--- src/rtl/i2c_slave_pkg.sv ---
// rtl/i2c_slave_pkg.sv - FSM states, Avalon register map and bit indices for i2c_slave_regs
package i2c_slave_pkg;

    typedef enum logic [3:0] {
        ST_IDLE,
        ST_ADDR,
        ST_ADDR_ACK,
        ST_PTR,
        ST_WR_BYTE,
        ST_WR_ACK,
        ST_RD_BYTE,
        ST_RD_ACK,
        ST_WAIT_STOP
    } state_t;

    localparam logic [2:0] REG_BANK0    = 3'd0;
    localparam logic [2:0] REG_BANK1    = 3'd1;
    localparam logic [2:0] REG_BANK2    = 3'd2;
    localparam logic [2:0] REG_BANK3    = 3'd3;
    localparam logic [2:0] REG_STATUS   = 3'd4;
    localparam logic [2:0] REG_CTRL     = 3'd5;
    localparam logic [2:0] REG_OWN_ADDR = 3'd6;
    localparam logic [2:0] REG_PTR      = 3'd7;

    localparam int STAT_WR_DONE = 0;
    localparam int STAT_RD_DONE = 1;
    localparam int STAT_BUSY    = 2;
    localparam int STAT_RW      = 3;

    localparam int CTRL_IRQ_EN  = 0;
    localparam int CTRL_ENABLE  = 1;

    function automatic logic maj3(input logic [2:0] s);
        return (s[0] & s[1]) | (s[0] & s[2]) | (s[1] & s[2]);
    endfunction

endpackage

--- src/rtl/i2c_slave_sync.sv ---
// rtl/i2c_slave_sync.sv - SCL/SDA synchronizer, optional majority filter (I2C_SLAVE_GLITCH_FILTER_EN), START/STOP/edge pulses
module i2c_slave_sync
    import i2c_slave_pkg::*;
#(
    parameter int SYNC_STAGES = 2
) (
    input  logic clk,
    input  logic reset_n,
    input  logic scl_pad,
    input  logic sda_pad,
    output logic sda,
    output logic scl_rise,
    output logic scl_fall,
    output logic start_det,
    output logic stop_det
);

    logic [SYNC_STAGES-1:0] scl_sync;
    logic [SYNC_STAGES-1:0] sda_sync;
    logic                   scl_f;
    logic                   sda_f;
    logic                   scl_d;
    logic                   sda_d;

    // Idle bus is high, so reset to 1 to avoid a spurious edge after reset.
    always_ff @(posedge clk or negedge reset_n) begin
        if (!reset_n) begin
            scl_sync <= '1;
            sda_sync <= '1;
        end else begin
            scl_sync <= {scl_sync[SYNC_STAGES-2:0], scl_pad};
            sda_sync <= {sda_sync[SYNC_STAGES-2:0], sda_pad};
        end
    end

`ifdef I2C_SLAVE_GLITCH_FILTER_EN
    logic [2:0] scl_flt;
    logic [2:0] sda_flt;

    always_ff @(posedge clk or negedge reset_n) begin
        if (!reset_n) begin
            scl_flt <= '1;
            sda_flt <= '1;
        end else begin
            scl_flt <= {scl_flt[1:0], scl_sync[SYNC_STAGES-1]};
            sda_flt <= {sda_flt[1:0], sda_sync[SYNC_STAGES-1]};
        end
    end

    assign scl_f = maj3(scl_flt);
    assign sda_f = maj3(sda_flt);
`else
    assign scl_f = scl_sync[SYNC_STAGES-1];
    assign sda_f = sda_sync[SYNC_STAGES-1];
`endif

    always_ff @(posedge clk or negedge reset_n) begin
        if (!reset_n) begin
            scl_d <= 1'b1;
            sda_d <= 1'b1;
        end else begin
            scl_d <= scl_f;
            sda_d <= sda_f;
        end
    end

    assign sda       = sda_f;
    assign scl_rise  = scl_f & ~scl_d;
    assign scl_fall  = ~scl_f & scl_d;
    assign start_det = scl_f & scl_d & sda_d & ~sda_f;
    assign stop_det  = scl_f & scl_d & ~sda_d & sda_f;

endmodule

--- src/rtl/i2c_slave_regs.sv ---
// rtl/i2c_slave_regs.sv - I2C target with 4-byte mailbox bank on Avalon-MM; I2C_SLAVE_GLITCH_FILTER_EN adds input filtering
module i2c_slave_regs
    import i2c_slave_pkg::*;
#(
    parameter logic [6:0] SLAVE_ADDR  = 7'h50,
    parameter int         SYNC_STAGES = 2
) (
    input  logic       clk,
    input  logic       reset_n,
    input  logic [2:0] address,
    input  logic [7:0] writedata,
    output logic [7:0] readdata,
    input  logic       write,
    input  logic       chipselect,
    output logic       irq,
    input  logic       scl_pad_i,
    input  logic       sda_pad_i,
    output logic       sda_pad_o,
    output logic       sda_padoen_o
);

    logic       sda;
    logic       scl_rise;
    logic       scl_fall;
    logic       start_det;
    logic       stop_det;

    state_t     state, state_n;
    logic [3:0] bit_cnt, bit_cnt_n;
    logic [7:0] shreg, shreg_n;
    logic       sda_oen, sda_oen_n;
    logic [1:0] ptr, ptr_n;
    logic       rw_bit, rw_n;
    logic       wrote, wrote_n;
    logic       i2c_we;
    logic       set_wr;
    logic       set_rd;
    logic [7:0] byte_in;

    logic [7:0] bank [4];
    logic       wr_done;
    logic       rd_done;
    logic       irq_en;
    logic       enable;
    logic [6:0] own_addr;
    logic       busy;
    logic       av_we;
    logic [7:0] status;

    i2c_slave_sync #(
        .SYNC_STAGES(SYNC_STAGES)
    ) u_sync (
        .clk      (clk),
        .reset_n  (reset_n),
        .scl_pad  (scl_pad_i),
        .sda_pad  (sda_pad_i),
        .sda      (sda),
        .scl_rise (scl_rise),
        .scl_fall (scl_fall),
        .start_det(start_det),
        .stop_det (stop_det)
    );

    assign byte_in = {shreg[6:0], sda};

    always_ff @(posedge clk or negedge reset_n) begin
        if (!reset_n) begin
            state   <= ST_IDLE;
            bit_cnt <= '0;
            shreg   <= '0;
            sda_oen <= 1'b1;
            ptr     <= '0;
            rw_bit  <= 1'b0;
            wrote   <= 1'b0;
        end else begin
            state   <= state_n;
            bit_cnt <= bit_cnt_n;
            shreg   <= shreg_n;
            sda_oen <= sda_oen_n;
            ptr     <= ptr_n;
            rw_bit  <= rw_n;
            wrote   <= wrote_n;
        end
    end

    always_comb begin
        state_n   = state;
        bit_cnt_n = bit_cnt;
        shreg_n   = shreg;
        sda_oen_n = sda_oen;
        ptr_n     = ptr;
        rw_n      = rw_bit;
        wrote_n   = wrote;
        i2c_we    = 1'b0;
        set_wr    = 1'b0;
        set_rd    = 1'b0;

        if (stop_det) begin
            state_n   = ST_IDLE;
            sda_oen_n = 1'b1;
            set_wr    = wrote;
            wrote_n   = 1'b0;
        end else if (start_det) begin
            state_n   = ST_ADDR;
            bit_cnt_n = '0;
            sda_oen_n = 1'b1;
        end else begin
            case (state)
                ST_ADDR: begin
                    if (scl_rise) begin
                        shreg_n   = byte_in;
                        bit_cnt_n = bit_cnt + 4'd1;
                        if (bit_cnt == 4'd7) begin
                            rw_n = sda;
                            if (byte_in[7:1] == own_addr && enable) begin
                                state_n = ST_ADDR_ACK;
                            end else begin
                                state_n = ST_WAIT_STOP;
                            end
                        end
                    end
                end
                // First fall after the byte pulls SDA low; the next fall ends the ACK pulse.
                ST_ADDR_ACK: begin
                    if (scl_fall) begin
                        if (sda_oen) begin
                            sda_oen_n = 1'b0;
                        end else begin
                            bit_cnt_n = '0;
                            if (rw_bit) begin
                                state_n   = ST_RD_BYTE;
                                shreg_n   = {bank[ptr][6:0], 1'b0};
                                sda_oen_n = bank[ptr][7];
                                ptr_n     = ptr + 2'd1;
                            end else begin
                                state_n   = ST_PTR;
                                sda_oen_n = 1'b1;
                            end
                        end
                    end
                end
                ST_PTR, ST_WR_BYTE: begin
                    if (scl_rise) begin
                        shreg_n   = byte_in;
                        bit_cnt_n = bit_cnt + 4'd1;
                        if (bit_cnt == 4'd7) begin
                            state_n = ST_WR_ACK;
                            if (state == ST_PTR) begin
                                ptr_n = byte_in[1:0];
                            end else begin
                                i2c_we  = 1'b1;
                                ptr_n   = ptr + 2'd1;
                                wrote_n = 1'b1;
                            end
                        end
                    end
                end
                ST_WR_ACK: begin
                    if (scl_fall) begin
                        if (sda_oen) begin
                            sda_oen_n = 1'b0;
                        end else begin
                            sda_oen_n = 1'b1;
                            state_n   = ST_WR_BYTE;
                            bit_cnt_n = '0;
                        end
                    end
                end
                // shreg[7] always holds the next bit to present on the following fall.
                ST_RD_BYTE: begin
                    if (scl_rise) begin
                        bit_cnt_n = bit_cnt + 4'd1;
                    end else if (scl_fall) begin
                        if (bit_cnt == 4'd8) begin
                            sda_oen_n = 1'b1;
                            state_n   = ST_RD_ACK;
                        end else begin
                            sda_oen_n = shreg[7];
                            shreg_n   = {shreg[6:0], 1'b0};
                        end
                    end
                end
                ST_RD_ACK: begin
                    if (scl_rise) begin
                        if (!sda) begin
                            state_n   = ST_RD_BYTE;
                            shreg_n   = bank[ptr];
                            ptr_n     = ptr + 2'd1;
                            bit_cnt_n = '0;
                        end else begin
                            set_rd  = 1'b1;
                            state_n = ST_WAIT_STOP;
                        end
                    end
                end
                default: ;
            endcase
        end
    end

    assign av_we = chipselect & write;

    always_ff @(posedge clk or negedge reset_n) begin
        if (!reset_n) begin
            for (int i = 0; i < 4; i++) begin
                bank[i] <= '0;
            end
            wr_done  <= 1'b0;
            rd_done  <= 1'b0;
            irq_en   <= 1'b0;
            enable   <= 1'b1;
            own_addr <= SLAVE_ADDR;
        end else begin
            if (av_we && !address[2]) begin
                bank[address[1:0]] <= writedata;
            end
            // Later assignment gives the I2C side priority on a collision.
            if (i2c_we) begin
                bank[ptr] <= byte_in;
            end
            if (av_we && address == REG_CTRL) begin
                irq_en <= writedata[CTRL_IRQ_EN];
                enable <= writedata[CTRL_ENABLE];
            end
            if (av_we && address == REG_OWN_ADDR) begin
                own_addr <= writedata[6:0];
            end
            wr_done <= set_wr |
                       (wr_done & ~(av_we && address == REG_STATUS && writedata[STAT_WR_DONE]));
            rd_done <= set_rd |
                       (rd_done & ~(av_we && address == REG_STATUS && writedata[STAT_RD_DONE]));
        end
    end

    assign busy = (state != ST_IDLE);

    always_comb begin
        status               = '0;
        status[STAT_WR_DONE] = wr_done;
        status[STAT_RD_DONE] = rd_done;
        status[STAT_BUSY]    = busy;
        status[STAT_RW]      = rw_bit;
    end

    always_comb begin
        readdata = '0;
        case (address)
            REG_BANK0, REG_BANK1, REG_BANK2, REG_BANK3: readdata = bank[address[1:0]];
            REG_STATUS:   readdata = status;
            REG_CTRL:     readdata = {6'b0, enable, irq_en};
            REG_OWN_ADDR: readdata = {1'b0, own_addr};
            REG_PTR:      readdata = {6'b0, ptr};
            default:      readdata = '0;
        endcase
    end

    assign irq          = (wr_done | rd_done) & irq_en;
    assign sda_pad_o    = 1'b0;
    assign sda_padoen_o = sda_oen;

endmodule

--- config.mk ---
export PLATFORM = sky130hd
export DESIGN_NAME = i2c_slave_regs
export DESIGN_NICKNAME = d
export VERILOG_FILES = /design/src/rtl/i2c_slave_pkg.sv /design/src/rtl/i2c_slave_sync.sv /design/src/rtl/i2c_slave_regs.sv
export SDC_FILE = /design/constraint.sdc
export NUM_CORES = 1
export LEC_CHECK = 0
export BUFFER_PORTS_ARGS = -buffer_cell sky130_fd_sc_hd__buf_2
export CAP_MARGIN = 20
export CORE_UTILIZATION = 35
export DETAILED_ROUTE_END_ITERATION = 16
export PLACE_DENSITY_LB_ADDON = 0.12
export SYNTH_ARGS = -nofsm -noshare
export SYNTH_HDL_FRONTEND = slang
export SYNTH_SLANG_ARGS = --single-unit
--- constraint.sdc ---
create_clock -name clk -period 2.4 [get_ports clk]
set_clock_uncertainty 0.15 [all_clocks]
set_input_delay 0.48 -clock clk [delete_from_list [all_inputs] [get_ports clk]]
set_output_delay 0.48 -clock clk [all_outputs]
set_load 0.01 [all_outputs]
==> results by group <==
Timing
  • Number of hold-slack violations in the final timing report: 0
  • Worst-Margin Slew: 0.515 ns
  • Setup repair after global routing missed its margin: no
  • Final period utilization: 98.5%
  • Headroom to the max-slew limit: between 60 and 70%
  • Total negative slack for setup checks: 0 ns
  • Number of setup violations in the final report: 0
  • Final Worst Setup Slack: 0.0369 ns
  • Pins over their slew limit: 0
  • Min cycle time layout: roughly 2.4 ns
  • Upper clock frequency limit: roughly 420 MHz

Floorplanning
  • Horizontal die dimension: 114 um
  • Height of the die: 114 um
  • Initial core utilization: 36.1%
  • Row count: 40
  • Number of top-level pins: 28
  • Floorplan die area: about 0.013 mm2
  • Standard cell core area: 0.0121 mm2

Placed design
  • Routability Congestion: 0.866
  • IO Port Bufs: 26
  • HPWL reported at the end of detailed placement: 9440 um
  • Setup slack at placement: 0.0515 ns

Finish
  • Number of nets in the finished design: 510
  • Leading cell types in the layout, fill and taps excluded: sky130_fd_sc_hd__dfrtp_1, sky130_fd_sc_hd__a21oi_1, sky130_fd_sc_hd__nor2_1, sky130_fd_sc_hd__buf_4, sky130_fd_sc_hd__mux2i_1
  • Most common cell after layout, fill and taps aside: sky130_fd_sc_hd__dfrtp_1
  • ANT cells: 0
  • Area added between synthesis and finish: 20.9%
  • Layout cell share with drive strength beyond 1: 29.9%

Detailed routing
  • Detailed-route DRC error count: 0
  • Total routed wirelength: roughly 13000 um
  • Avg WL per Cell: 19.7 um
  • Number of vias after detailed routing: 3597
  • Drt first-iter violations: 295
  • DRT antenna net count: 0
  • Number of detailed-route iterations in the first pass: 6
  • Via/cell ratio: about 5.5

Worst setup path
  • Setup slack on the worst flop-to-flop path: between 0.1 and 0.15 ns
  • Startpoint Class: flop
  • Worst r2r src: u_sync.scl_sync[1]$_DFF_PN1_
  • Maximum cell stage delay along the critical path: 0.50 ns
  • Critical path endpoint category: output pin
  • Worst Reg2Reg Path Length in Cells: 7
  • Cell family with most CP delay: multiplexers
  • Number of buffers and inverters on the critical path: 1
  • Data arrival at the endpoint of the critical path: 1.73 ns
  • Required time reported for the critical path endpoint: between 1.5 and 2 ns
  • Highest net fanout along the worst path: 6
  • Cell depth of the worst setup path: 3
  • Class of the most critical setup path: flop to output pin
  • Endpoint of the worst register-to-register path: bit_cnt[1]$_DFFE_PN0P_
  • Worst-path cell chain: mux4_2 -> mux2_2 -> buf_2
  • Critical-path cell with the highest stage delay: sky130_fd_sc_hd__dfrtp_2

Global route
  • Layer with the highest usage: met2
  • Pin count of the biggest net entering global routing: 31
  • Met2 track demand over resource: 32.0%
  • Met1 Resource Use GR: 30.8%
  • Via count of the first global-routing pass: 3464
  • GRT overflow: 0
  • Gr usage total: between 20% and 30%
  • Antenna violations before repair: 0
  • First-pass GRT wire length: 20200 um
  • Met3 track demand over resource in global routing: ~3.2%

Synthesis
  • Number of synthesized flops with an enable pin: 0
  • Synthesis warning total: 0
  • Share of the yosys chip area belonging to registers: 40.3%
  • Commonest register cell after synthesis: sky130_fd_sc_hd__dfrtp_1
  • Post-synthesis instance area: 0.00438 mm2
  • Cell count after synthesis: 436
  • Post-Syn Nets: around 460
  • Flop and latch count out of synthesis: 70
  • Mean area per synthesized cell: 10.0 um2
  • Distinct cell type count of the synthesized netlist: 59
  • Share of flip-flops with an asynchronous set or reset after synthesis: 100%

Pwr
  • Max IR drop VDD: 0.000379 V
  • Portion of total power attributed to sequential cells: between 30% and 40%
  • Relative contribution of combinational cells to total power: 30.4%
  • Pwr per Cell Area: around 870 mW/mm2
  • Part of the total power dissipated in the clock network: 30.3%
  • Switching share of total power: roughly 34%
  • Switching power total: 0.00154 W
  • Lkg Pwr: 2.28 nW
  • Internal power consumption: 0.00304 W

Clock network
  • TritonCTS Sinks: 70
  • Clock transition at path regs: 0.06 ns
  • Clock tree from TritonCTS: built
  • Cts bufs inserted: 9
  • Clock Root Buffer: sky130_fd_sc_hd__clkbuf_16
  • Skew-Pair Late Insertion Delay: 0.34 ns
  • Maximum clock insertion buffer count: 2
  • H-tree level count: 3

Worst hold path
  • Type of the most critical hold path: primary input to flop
  • Hold path cells: 1
  • Worst hold start: scl_pad_i
  • Endpoint, Worst Hold: u_sync.scl_sync[0]$_DFF_PN1_

Status
  • Run status: finished, final reports clean

Run
  • Number of maximum-capacitance violations: 0
-- sequential cells by signal, summed over array words and instances (netlist names), 2 cells and up --
name	cells
ptr	2
u_sync.scl_sync	2
bank	32
own_addr	7
state	4
bit_cnt	4
shreg	8
u_sync.sda_sync	2
-- worst max path at each step --
stage / startpoint / end
after global routing: ptr[1]$_DFFE_PN0P_ / readdata[1]
after detailed placement: address[0] / readdata[6]
after global placement: address[0] / readdata[6]
after floorplan: address[1] / readdata[4]
final: ptr[1]$_DFFE_PN0P_ / readdata[1]
after CTS: ptr[0]$_DFFE_PN0P_ / readdata[0]
-- layout make-up --
type | instances | area [um2]
Clock buffer | 11 | 253
Clock inverter | 5 | 56.3
Fill cell | 1230 | 6820
Inverter | 15 | 56.3
Multi-Input combinational cell | 321 | 2440
Sequential cell | 70 | 1770
Tap cell | 168 | 210
Timing Repair Buffer | 70 | 509
-- layer usage --
| layer | up-vias | share of wire, % |
|---|---|---|
| met5 | - | 0 |
| li1 | 1691 | - |
| met1 | 1790 | 47 |
| met4 | 0 | 2.0 |
| met2 | 98 | 46 |
| met3 | 18 | 4.2 |
-- kinds of logic after synthesis --
logic type / Yosys count / synth area share, %
adders and majority gates: 7 / 1.94
xor gates and xnor gates: 10 / 2.00
AOI/OAI and AO/OA: 101 / 14.5
DFF: 70 / 40.3
buffers and inverters: 45 / 4.32
muxes: 75 / 22.8
other: 1 / 0.0857
and+or+nand+nor: 127 / 14.1
-- per-stage QoR --
stage | area, um2 | total power, W | instances | hold slack [ns] | util (%)
5_1_grt | 5290 | 0.00482 | 660 | 0.0827 | 43.7
6_report | 5290 | 0.00458 | 660 | 0.0921 | 43.7
3_5_place_dp | 4920 | 0.00316 | 639 | 0.197 | 40.7
3_3_place_gp | 4920 | 0.00314 | 639 | 0.197 | 40.7
4_1_cts | 5260 | 0.00458 | 657 | 0.0810 | 43.4
2_1_floorplan | 4380 | 0.00265 | 436 | 0.0344 | -
-- power groups by stage --
| stage | Clock (W) | Sequential (W) | Combinational (W) |
|---|---|---|---|
| global placement | 0 | 0.00181 | 0.00132 |
| floorplan | 0 | 0.00160 | 0.00106 |
| global route | 0.00146 | 0.00184 | 0.00152 |
| finish | 0.00139 | 0.00180 | 0.00139 |
| detailed placement | 0 | 0.00182 | 0.00135 |
| CTS | 0.00142 | 0.00180 | 0.00137 |
-- cells in the mapped netlist, types with 3 or more instances --
| library cell | count | area [um2] |
|---|---|---|
| sky130_fd_sc_hd__clkbuf_1 | 11 | 41.3 |
| sky130_fd_sc_hd__nand2_1 | 34 | 128 |
| sky130_fd_sc_hd__dfstp_2 | 10 | 263 |
| sky130_fd_sc_hd__o22ai_1 | 3 | 18.8 |
| sky130_fd_sc_hd__nand2b_1 | 5 | 31.3 |
| sky130_fd_sc_hd__buf_1 | 9 | 33.8 |
| sky130_fd_sc_hd__buf_2 | 7 | 35.0 |
| sky130_fd_sc_hd__nor2b_1 | 3 | 18.8 |
| sky130_fd_sc_hd__mux4_2 | 18 | 405 |
| sky130_fd_sc_hd__o31ai_1 | 4 | 30.0 |
| sky130_fd_sc_hd__xor2_1 | 4 | 35.0 |
| sky130_fd_sc_hd__nor3b_1 | 5 | 37.5 |
| sky130_fd_sc_hd__mux2_2 | 19 | 214 |
| sky130_fd_sc_hd__buf_4 | 3 | 22.5 |
| sky130_fd_sc_hd__inv_1 | 15 | 56.3 |
| sky130_fd_sc_hd__a22oi_1 | 5 | 37.5 |
| sky130_fd_sc_hd__o21ai_0 | 19 | 95.1 |
| sky130_fd_sc_hd__dfrtp_1 | 60 | 1500 |
| sky130_fd_sc_hd__nor3_1 | 4 | 20.0 |
| sky130_fd_sc_hd__mux2i_1 | 38 | 380 |
| sky130_fd_sc_hd__a31oi_1 | 3 | 18.8 |
| sky130_fd_sc_hd__and3_1 | 3 | 18.8 |
| sky130_fd_sc_hd__nand4_1 | 3 | 18.8 |
| sky130_fd_sc_hd__ha_1 | 6 | 75.1 |
| sky130_fd_sc_hd__a21oi_1 | 44 | 220 |
| sky130_fd_sc_hd__xnor2_1 | 6 | 52.6 |
| sky130_fd_sc_hd__nor2_1 | 44 | 165 |
| sky130_fd_sc_hd__nand3_1 | 9 | 45.0 |
-- timing repair --
item / CTS / global route
resized for setup: 5 / 4
hold endpoints to repair: 20 / 0
hold buffers: 1 / 0
endpoints found under the setup margin: 3 / 7
setup buffers: 1 / 3
Power figures use the tool's default switching activity.
